[config.mk]
export PLATFORM = sky130hd
export DESIGN_NAME = multicycle_control
export DESIGN_NICKNAME = d
export VERILOG_FILES = /design/src/rtl/ctrl_pkg.sv /design/src/rtl/ctrl_decode.sv /design/src/rtl/multicycle_control.sv
export SDC_FILE = /design/constraint.sdc
export NUM_CORES = 1
export LEC_CHECK = 0
export ABC_AREA = 1
export ABC_CLOCK_PERIOD_IN_PS = 2100
export CAP_MARGIN = 25
export CELL_PAD_IN_SITES_DETAIL_PLACEMENT = 0
export CELL_PAD_IN_SITES_GLOBAL_PLACEMENT = 1
export CORE_MARGIN = 2
export CORE_UTILIZATION = 28
export CTS_BUF_LIST = sky130_fd_sc_hd__clkbuf_8
export CTS_CLUSTER_DIAMETER = 200
export DETAILED_ROUTE_END_ITERATION = 10
export PLACE_DENSITY_LB_ADDON = 0.1
export SYNTH_ARGS = -nofsm -noshare
export SYNTH_HDL_FRONTEND = slang
export SYNTH_SLANG_ARGS = --single-unit
[constraint.sdc]
create_clock -name clk -period 2.1 [get_ports clk]
set_input_delay 0.63 -clock clk [delete_from_list [all_inputs] [get_ports clk]]
set_output_delay 0.63 -clock clk [all_outputs]
set_load 0.005 [all_outputs]
[src/rtl/ctrl_pkg.sv]
// ctrl_pkg: shared definitions for the multi-cycle instruction controller.
//   - state_t      : FSM state encodings (visible on the state output)
//   - OP_*         : opcode constants, held 6 bits wide (the widest legal OP_W)
//   - ALU_*        : alu_op codes driven to the datapath
//   - op_is_legal  : opcode legality check for a given opcode width
package ctrl_pkg;

  typedef enum logic [2:0] {
    ST_IDLE   = 3'd0,
    ST_FETCH  = 3'd1,
    ST_DECODE = 3'd2,
    ST_EXEC   = 3'd3,
    ST_MEM    = 3'd4,
    ST_WB     = 3'd5
  } state_t;

  localparam logic [5:0] OP_R    = 6'd0;
  localparam logic [5:0] OP_LW   = 6'd1;
  localparam logic [5:0] OP_SW   = 6'd2;
  localparam logic [5:0] OP_BEQ  = 6'd3;
  localparam logic [5:0] OP_ADDI = 6'd4;

  localparam logic [1:0] ALU_ADD   = 2'b00;
  localparam logic [1:0] ALU_SUB   = 2'b01;
  localparam logic [1:0] ALU_FUNCT = 2'b10;

  // ADDI only has an encoding once the opcode field is at least 3 bits wide.
  function automatic logic op_is_legal(input logic [5:0] op_v, input int op_w);
    logic legal_v;
    if (op_v < 6'd4) begin
      legal_v = 1'b1;
    end else if ((op_w >= 32'sd3) && (op_v == OP_ADDI)) begin
      legal_v = 1'b1;
    end else begin
      legal_v = 1'b0;
    end
    return legal_v;
  endfunction

endpackage

[src/rtl/ctrl_decode.sv]
// ctrl_decode: purely combinational strobe decoder for multicycle_control.
// Ports:
//   state_i      current FSM state
//   op_q_i       opcode latched in DECODE
//   zero_i       ALU zero flag (BEQ taken in EXEC)
//   mem_ready_i  memory handshake (ir_write/pc_write in FETCH)
//   *_o          datapath control strobes
module ctrl_decode
  import ctrl_pkg::*;
#(
  parameter int OP_W = 2
) (
  input  logic [2:0]      state_i,
  input  logic [OP_W-1:0] op_q_i,
  input  logic            zero_i,
  input  logic            mem_ready_i,
  output logic            reg_dst_o,
  output logic            reg_write_o,
  output logic            alu_src_o,
  output logic            branch_o,
  output logic            mem_read_o,
  output logic            mem_write_o,
  output logic            mem_to_reg_o,
  output logic [1:0]      alu_op_o,
  output logic            ir_write_o,
  output logic            pc_write_o
);

  logic [5:0] op_ext_s;
  assign op_ext_s = 6'(op_q_i);

  // Strobe decode from (state, latched opcode); only FETCH and BEQ-EXEC look at inputs.
  always_comb begin
    reg_dst_o    = 1'b0;
    reg_write_o  = 1'b0;
    alu_src_o    = 1'b0;
    branch_o     = 1'b0;
    mem_read_o   = 1'b0;
    mem_write_o  = 1'b0;
    mem_to_reg_o = 1'b0;
    alu_op_o     = ALU_ADD;
    ir_write_o   = 1'b0;
    pc_write_o   = 1'b0;
    case (state_i)
      ST_FETCH: begin
        mem_read_o = 1'b1;
        ir_write_o = mem_ready_i;
        pc_write_o = mem_ready_i;
      end
      ST_EXEC: begin
        case (op_ext_s)
          OP_R: begin
            alu_op_o = ALU_FUNCT;
          end
          OP_LW, OP_SW, OP_ADDI: begin
            alu_src_o = 1'b1;
            alu_op_o  = ALU_ADD;
          end
          OP_BEQ: begin
            alu_op_o   = ALU_SUB;
            branch_o   = 1'b1;
            pc_write_o = zero_i;
          end
          default: begin
            alu_op_o = ALU_ADD;
          end
        endcase
      end
      ST_MEM: begin
        if (op_ext_s == OP_LW) begin
          mem_read_o = 1'b1;
        end else if (op_ext_s == OP_SW) begin
          mem_write_o = 1'b1;
        end else begin
          mem_read_o = 1'b0;
        end
      end
      ST_WB: begin
        reg_write_o = 1'b1;
        if (op_ext_s == OP_R) begin
          reg_dst_o = 1'b1;
        end else if (op_ext_s == OP_LW) begin
          mem_to_reg_o = 1'b1;
        end else begin
          reg_dst_o = 1'b0;
        end
      end
      default: begin
        reg_dst_o = 1'b0;
      end
    endcase
  end

endmodule

[src/rtl/multicycle_control.sv]
// multicycle_control: multi-cycle instruction sequencer (FETCH/DECODE/EXEC/MEM/WB).
// Holds the state register, latched opcode, memory watchdog and retire counter;
// strobes come from ctrl_decode.
// Parameters: OP_W (opcode width 2..6), MEM_TIMEOUT (watchdog limit, >=1).
// Ports:
//   clk, reset (async, active-high), start, op, zero, mem_ready   inputs
//   reg_dst .. mem_to_reg, alu_op, ir_write, pc_write              datapath strobes
//   busy, illegal (pulse), timeout (pulse), state, instr_count     status
// Build option: define CTRL_PERF_CNT_EN to implement the 32-bit wrapping
// retired-instruction counter; otherwise instr_count is constant 0.
module multicycle_control
  import ctrl_pkg::*;
#(
  parameter int OP_W        = 2,
  parameter int MEM_TIMEOUT = 15
) (
  input  logic            clk,
  input  logic            reset,
  input  logic            start,
  input  logic [OP_W-1:0] op,
  input  logic            zero,
  input  logic            mem_ready,
  output logic            reg_dst,
  output logic            reg_write,
  output logic            alu_src,
  output logic            branch,
  output logic            mem_read,
  output logic            mem_write,
  output logic            mem_to_reg,
  output logic [1:0]      alu_op,
  output logic            ir_write,
  output logic            pc_write,
  output logic            busy,
  output logic            illegal,
  output logic            timeout,
  output logic [2:0]      state,
  output logic [31:0]     instr_count
);

  localparam int WD_W = $clog2(MEM_TIMEOUT + 1);
  // Abort fires on the cycle the count would reach MEM_TIMEOUT, so a wait of
  // exactly MEM_TIMEOUT cycles with mem_ready low times out.
  localparam logic [WD_W-1:0] WD_LIMIT = WD_W'(MEM_TIMEOUT - 1);

  state_t          state_q;
  logic [OP_W-1:0] op_q;
  logic [WD_W-1:0] wdog_q;
  logic            illegal_q;
  logic            timeout_q;
  logic [5:0]      op_ext_s;
  state_t          end_state_s;

  assign op_ext_s    = 6'(op_q);
  // Retire: chain straight into the next FETCH when start is held.
  assign end_state_s = start ? ST_FETCH : ST_IDLE;

  // Instruction sequencer: state, opcode latch, watchdog and status pulses.
  always_ff @(posedge clk or posedge reset) begin
    if (reset) begin
      state_q   <= ST_IDLE;
      op_q      <= '0;
      wdog_q    <= '0;
      illegal_q <= 1'b0;
      timeout_q <= 1'b0;
    end else begin
      illegal_q <= 1'b0;
      timeout_q <= 1'b0;
      case (state_q)
        ST_IDLE: begin
          wdog_q <= '0;
          if (start) begin
            state_q <= ST_FETCH;
          end else begin
            state_q <= ST_IDLE;
          end
        end
        ST_FETCH: begin
          if (mem_ready) begin
            state_q <= ST_DECODE;
          end else if (wdog_q == WD_LIMIT) begin
            state_q   <= ST_IDLE;
            timeout_q <= 1'b1;
          end else begin
            wdog_q <= wdog_q + WD_W'(1);
          end
        end
        ST_DECODE: begin
          op_q <= op;
          if (op_is_legal(6'(op), OP_W)) begin
            state_q <= ST_EXEC;
          end else begin
            state_q   <= ST_IDLE;
            illegal_q <= 1'b1;
          end
        end
        ST_EXEC: begin
          wdog_q <= '0;
          case (op_ext_s)
            OP_R, OP_ADDI: state_q <= ST_WB;
            OP_LW, OP_SW:  state_q <= ST_MEM;
            OP_BEQ:        state_q <= end_state_s;
            default:       state_q <= ST_IDLE;
          endcase
        end
        ST_MEM: begin
          if (mem_ready) begin
            wdog_q <= '0;
            if (op_ext_s == OP_LW) begin
              state_q <= ST_WB;
            end else begin
              state_q <= end_state_s;
            end
          end else if (wdog_q == WD_LIMIT) begin
            state_q   <= ST_IDLE;
            timeout_q <= 1'b1;
          end else begin
            wdog_q <= wdog_q + WD_W'(1);
          end
        end
        ST_WB: begin
          wdog_q  <= '0;
          state_q <= end_state_s;
        end
        default: begin
          state_q <= ST_IDLE;
        end
      endcase
    end
  end

  ctrl_decode #(
    .OP_W(OP_W)
  ) u_decode (
    .state_i     (state_q),
    .op_q_i      (op_q),
    .zero_i      (zero),
    .mem_ready_i (mem_ready),
    .reg_dst_o   (reg_dst),
    .reg_write_o (reg_write),
    .alu_src_o   (alu_src),
    .branch_o    (branch),
    .mem_read_o  (mem_read),
    .mem_write_o (mem_write),
    .mem_to_reg_o(mem_to_reg),
    .alu_op_o    (alu_op),
    .ir_write_o  (ir_write),
    .pc_write_o  (pc_write)
  );

  assign busy    = (state_q != ST_IDLE);
  assign illegal = illegal_q;
  assign timeout = timeout_q;
  assign state   = state_q;

`ifdef CTRL_PERF_CNT_EN
  logic        retire_s;
  logic [31:0] count_q;

  // Retire points: BEQ leaving EXEC, SW completing MEM, any WB.
  always_comb begin
    retire_s = 1'b0;
    case (state_q)
      ST_EXEC: retire_s = (op_ext_s == OP_BEQ);
      ST_MEM:  retire_s = (op_ext_s == OP_SW) && mem_ready;
      ST_WB:   retire_s = 1'b1;
      default: retire_s = 1'b0;
    endcase
  end

  // Retired-instruction counter, wraps naturally at 32 bits.
  always_ff @(posedge clk or posedge reset) begin
    if (reset) begin
      count_q <= 32'd0;
    end else if (retire_s) begin
      count_q <= count_q + 32'd1;
    end else begin
      count_q <= count_q;
    end
  end

  assign instr_count = count_q;
`else
  assign instr_count = 32'd0;
`endif

endmodule

# Word-level counts from Yosys, hierarchy flattened
# Cells that the tools add are included.
[totals] reg_bits=11 in_bits=7 output_inout_bits=49 wordCells=62
[op_classes] add_sub_neg=1 eq_ne=10 mux=37 n_reduce_logical=9
[ops] operator="$mux 1" n=22
[ops] operator="$pmux 3 s5" n=1
[ops] operator="$mux 3" n=4
[ops] operator="$mux 4" n=3
[ops] operator="$pmux 4 s3" n=1
[ops] operator="$pmux 3 s3" n=1
[ops] operator="$eq 3x2->1 const B" n=2
[ops] operator="$eq 3x3->1 const B" n=2
[ops] operator="$logic_not 6->1" n=1
[ops] operator="$reduce_bool 3->1" n=2
[ops] operator="$reduce_or 2->1" n=3
[ops] operator="$add 4x1->4 const B" n=1
[ops] operator="$eq 2x2->1 const B" n=2
[ops] operator="$eq 4x4->1 const B" n=1
[ops] operator="$mux 2" n=2
[ops] operator="$pmux 1 s2" n=2
[ops] operator="$pmux 2 s2" n=1
[ops] operator="$eq 3x1->1 const B" n=1
[ops] operator="$logic_not 3->1" n=1
[ops] operator="$reduce_or 3->1" n=1
[ops] operator="$eq 2x1->1 const B" n=1
[ops] operator="$ne 2x2->1 const B" n=1
[ops] operator="$reduce_and 2->1" n=1

# Logic depth before layout (Yosys ltp)
[depth] depth_word=4 ltp_mapped=7 mapped_depth_nobuf=7

# Modules after synthesis
# A second synthesis with hierarchy kept.
[unflattened] cells_unflattened=152 hier_area_um2=1034.7
[by_module_without_submodules] module="multicycle_control" n_inst=1 cells_per_inst=115 area_each_um2=835.8 seq_area_each_um2=250.2
[by_module_without_submodules] module="ctrl_decode" n_inst=1 cells_per_inst=37 area_each_um2=198.9 seq_area_each_um2=0.0

# Least setup slack after synthesis
# Ideal clock, no wire load.
[synth_timing] path_kind="register to output" from="register state_q[2], in the netlist state[2]" to="output pc_write" t_arrival_ns=0.993 t_required_ns=1.470 path_slack_ns=0.477 path_stages_with_launch=8 n_path_buf=0 cell_sequence="dfrtp_1 -> inv_2 -> nand2_1 -> nor2_1 -> nand2_1 -> inv_1 -> nand2_1 -> nand2_1"
[synth_between] elab_chain_cells=2 elab_cells_between_ends=3 classes_between="eq/ne: 2; mux: 1"
[synth_rtl] element="from (decl)" line_no="multicycle_control.sv:45" source="state_t state_q;"
[synth_rtl] element="from (signal assigned)" line_no="multicycle_control.sv:101" source="OP_BEQ: state_q <= end_state_s;"
[synth_rtl] element="from (signal assigned)" line_no="multicycle_control.sv:111" source="state_q <= end_state_s;"
[synth_rtl] element="from (signal assigned)" line_no="multicycle_control.sv:122" source="state_q <= end_state_s;"
[synth_rtl] element="$eq 3x2->1 / $eq 3x1->1 (equally long branches)" line_no="ctrl_decode.sv:44" source="case (state_i)"
[synth_rtl] element="$pmux 1 s2 *" line_no="ctrl_decode.sv:44"
[synth_rtl] element="to (decl)" line_no="multicycle_control.sv:32" source="output logic pc_write,"
# Every way passes the cells marked *; elsewhere a longest branch is shown, timed or not.

# Final worst setup path
[layout_timing] from="input zero" to="output pc_write"
[layout_between] elab_chain_cells=2
[layout_rtl] element="from (decl)" line_no="multicycle_control.sv:21" source="input logic zero,"
[layout_rtl] element="$mux 1" line_no="ctrl_decode.sv:51" source="case (op_ext_s)"
[layout_rtl] element="$pmux 1 s2" line_no="ctrl_decode.sv:44"
# No other way between the ends.

==> impl_metrics.json <==
{
  "status": "finished, final reports clean",
  "hold_class": "reg -> reg",
  "final_nets": 196,
  "wirelength_um": 2210,
  "fmax_mhz": 494,
  "synth_warnings": 0,
  "row_count": 21,
  "crit_arrival_ns": 1.40,
  "seq_area_frac_synth_pct": 25.6,
  "finalCriticalPeriod_ns": 2.03,
  "worstPathRequired_ns": 1.47,
  "timing.rr.end": "wdog_q[2]",
  "fin_skew_ns": 0.00422,
  "die_height_um": 63.1,
  "layout-drive-gt1-share_pct": 22.3,
  "pin_count": 56,
  "p_switching_mw": 0.601,
  "grt_use_total_pct": 11.3,
  "hold_viol": 0,
  "busiest_layer": "met2",
  "grt_util_met3_pct": 3.57,
  "clockRootBuffer": "clkbuf_8",
  "cts_buffers": 3,
  "start_kind": "input pin",
  "ys_ff_latch": 10,
  "finalSetupTns_ns": 0,
  "endpoint_kind": "primary output",
  "p_leak_nw": 0.793,
  "syn_avg_cell_area_sq_um": 7.09,
  "via_per_inst": 3.88,
  "place_hpwl_um": 1730,
  "rsz0062_at_grt": "true",
  "first_pass_iters": 4,
  "h-tree-depth": 1,
  "clockBufferDepth": 2,
  "grt_max_degree": 11,
  "p_int_mw": 0.839,
  "grt_pass1_vias": 779,
  "synthDistinctLibCells": 20,
  "synthTopCellsByArea": "buf_4, dfrtp_1, nand2_1",
  "yosys-top-cells-count": "buf_4, nand2_1, inv_1, nor2_1, dfrtp_1",
  "seqPwrFrac_pct": 21.5,
  "clock_latency_ns": 0.23,
  "grt_pass1_wl_um": 3530,
  "ant_nets": 0,
  "gr-usage-met2_pct": 20.2,
  "crit_path_max_fanout": 1,
  "fill_cells": 352,
  "crit_start": "zero",
  "dieWidth_um": 63.1,
  "synth-main-ff-cell": "dfrtp_1",
  "yosys.area.top_type_share_pct": 26.1,
  "grt_overflow_total": 0,
  "syn2layout_area_growth_pct": 35.7,
  "clk_pin_slew_ns": 0.05,
  "r2r_cells": 10,
  "min_from": "wdog_q[3]",
  "antenna_cells": 0,
  "finalCritPeriodShare_pct": 96.5,
  "portBuffers": 22,
  "regArea_sq_um": 251,
  "num_vias": 872,
  "yosysMostFrequentCell": "buf_4",
  "hold_end": "wdog_q[3]",
  "r2r_start": "state[2]",
  "power.share.switching_pct": 41.7,
  "dieArea_sq_mm": 0.00398,
  "crit_type": "in -> out",
  "p_comb_share_pct": 64.9,
  "start_util_pct": 29.3,
  "synth-edff-count": 0,
  "maxSlewViolCount": 0,
  "setup_viol": 0,
  "cts_hold_buffers": 0,
  "synth_largest_area_cell": "buf_4",
  "worst_hold_slack_ns": 0.523,
  "cts_tree": "built",
  "async_reset_ff_share_pct": 100,
  "synth_area_sq_um": 978,
  "multi_input_area_sq_um": 553,
  "rrSetupSlack_ns": 0.65,
  "drc": 0,
  "syn_inst": 138,
  "cts_sinks": 10,
  "grtUsageMet1_pct": 13.3,
  "clock_power_share_pct": 13.6,
  "drv_cap": 0,
  "ir_worst_vdd_mv": 0.358,
  "avgRoutedWirePerCell_um": 9.81,
  "grt_antenna_before_repair": 0,
  "drt_iter0_markers": 12,
  "hold-path-cell-count": 2,
  "place_congestion": 0.792,
  "core_sq_mm": 0.00334,
  "power_density_mw_per_mm2": 1080
}
## how the worst max path moves through the flow
stage	endpoint	slack [ns]	cells past startpoint
5_1_grt	pc_write	-0.003	8
6_report	pc_write	0.07	4
2_1_floorplan	pc_write	0.48	7
3_3_place_gp	pc_write	-0.37	4
3_5_place_dp	pc_write	-0.39	4
4_1_cts	pc_write	0.009	7
## routing by layer
layer  routed length [um]  up-vias  part of all wire [%]
met1                  945      385                    43
met3                  160        2                   7.2
met5                    0        -                     0
li1                     -      438                     -
met2                 1090       47                    49
met4                   15        0                  0.68
## state kept, by name, summed over array words and instances, names as in the netlist
register,flops
wdog_q,4
timeout,1
op_q,2
state,3
## timing repair
| item | 4_1_cts | 5_1_grt |
|---|---|---|
| pin swaps | 2 | 0 |
| setup buffers | 5 | 1 |
| setup endpoints to repair | 11 | 6 |
| resized for setup | 23 | 10 |
## metrics by stage
stage	cells	setup WS [ns]	total power [mW]	utilization [%]	instance area (sq um)
after global placement	216	-0.367	1.13	36.3	1210
final	225	0.0737	1.44	39.8	1330
after global routing	225	-0.00305	1.58	39.8	1330
after detailed placement	216	-0.394	1.14	36.3	1210
after floorplan	170	0.477	0.763	-	1100
after CTS	224	0.00895	1.41	39.1	1310
## final cells by class
type                       count  share of cell area [%]
clock buffer                   3                    3.11
tap                           46                    4.34
inverter                      20                    5.84
multi-input combinational    106                    41.7
sequential                    10                    18.9
timing repair buffer          40                    26.1
## power groups by stage
| stage | Sequential, mW | Combinational, mW | Clock [mW] |
|---|---|---|---|
| floorplan | 0.319 | 0.444 | 0 |
| global placement | 0.308 | 0.822 | 0 |
| detailed placement | 0.311 | 0.826 | 0 |
| CTS | 0.314 | 0.897 | 0.204 |
| global route | 0.319 | 1.05 | 0.215 |
| finish | 0.310 | 0.934 | 0.196 |
## logic make-up (layout without fill, tap and decap cells)
kind of cell,after synthesis,after routing,share of synthesized area (%)
compound gates,8,8,4.22
simple gates,57,57,25.8
other cells,1,33,0.383
fa+ha+maj,8,8,10.2
buf+inv,54,63,33.8
flops,10,10,25.6
## cells in the final DEF, fill, tap and decap left out
cell | synthesis | final
conb_1 | 1 | 33
nand2_1 | 28 | 27
buf_4 | 34 | 16
inv_1 | 18 | 15
nor2_1 | 13 | 12
clkdlybuf4s50_1 | 0 | 10
dfrtp_1 | 10 | 9
nand3_1 | 9 | 8
dlygate4sd2_1 | 0 | 8
ha_1 | 8 | 6
inv_2 | 2 | 4
o21ai_0 | 4 | 3
clkbuf_8 | 0 | 3
nand3_2 | 1 | 2
nand2_2 | 1 | 2
nor2_2 | 1 | 2
o21ai_1 | 1 | 2
a21oi_1 | 2 | 2
ha_4 | 0 | 2
clkbuf_2 | 0 | 2
buf_6 | 0 | 2
inv_4 | 0 | 1
nand4_2 | 1 | 1
nand4_1 | 1 | 1
or2_2 | 1 | 1
o22ai_1 | 1 | 1
and2_1 | 1 | 1
clkdlybuf4s15_2 | 0 | 1
dfrtp_2 | 0 | 1
dlymetal6s2s_1 | 0 | 1
## worst max-delay path: stages
cell             delay (ns)
clkdlybuf4s50_1        0.45
nand2_1                0.05
nand2_1                0.04
dlygate4sd2_1          0.22
No activity file was read; power rests on OpenSTA's default activity.
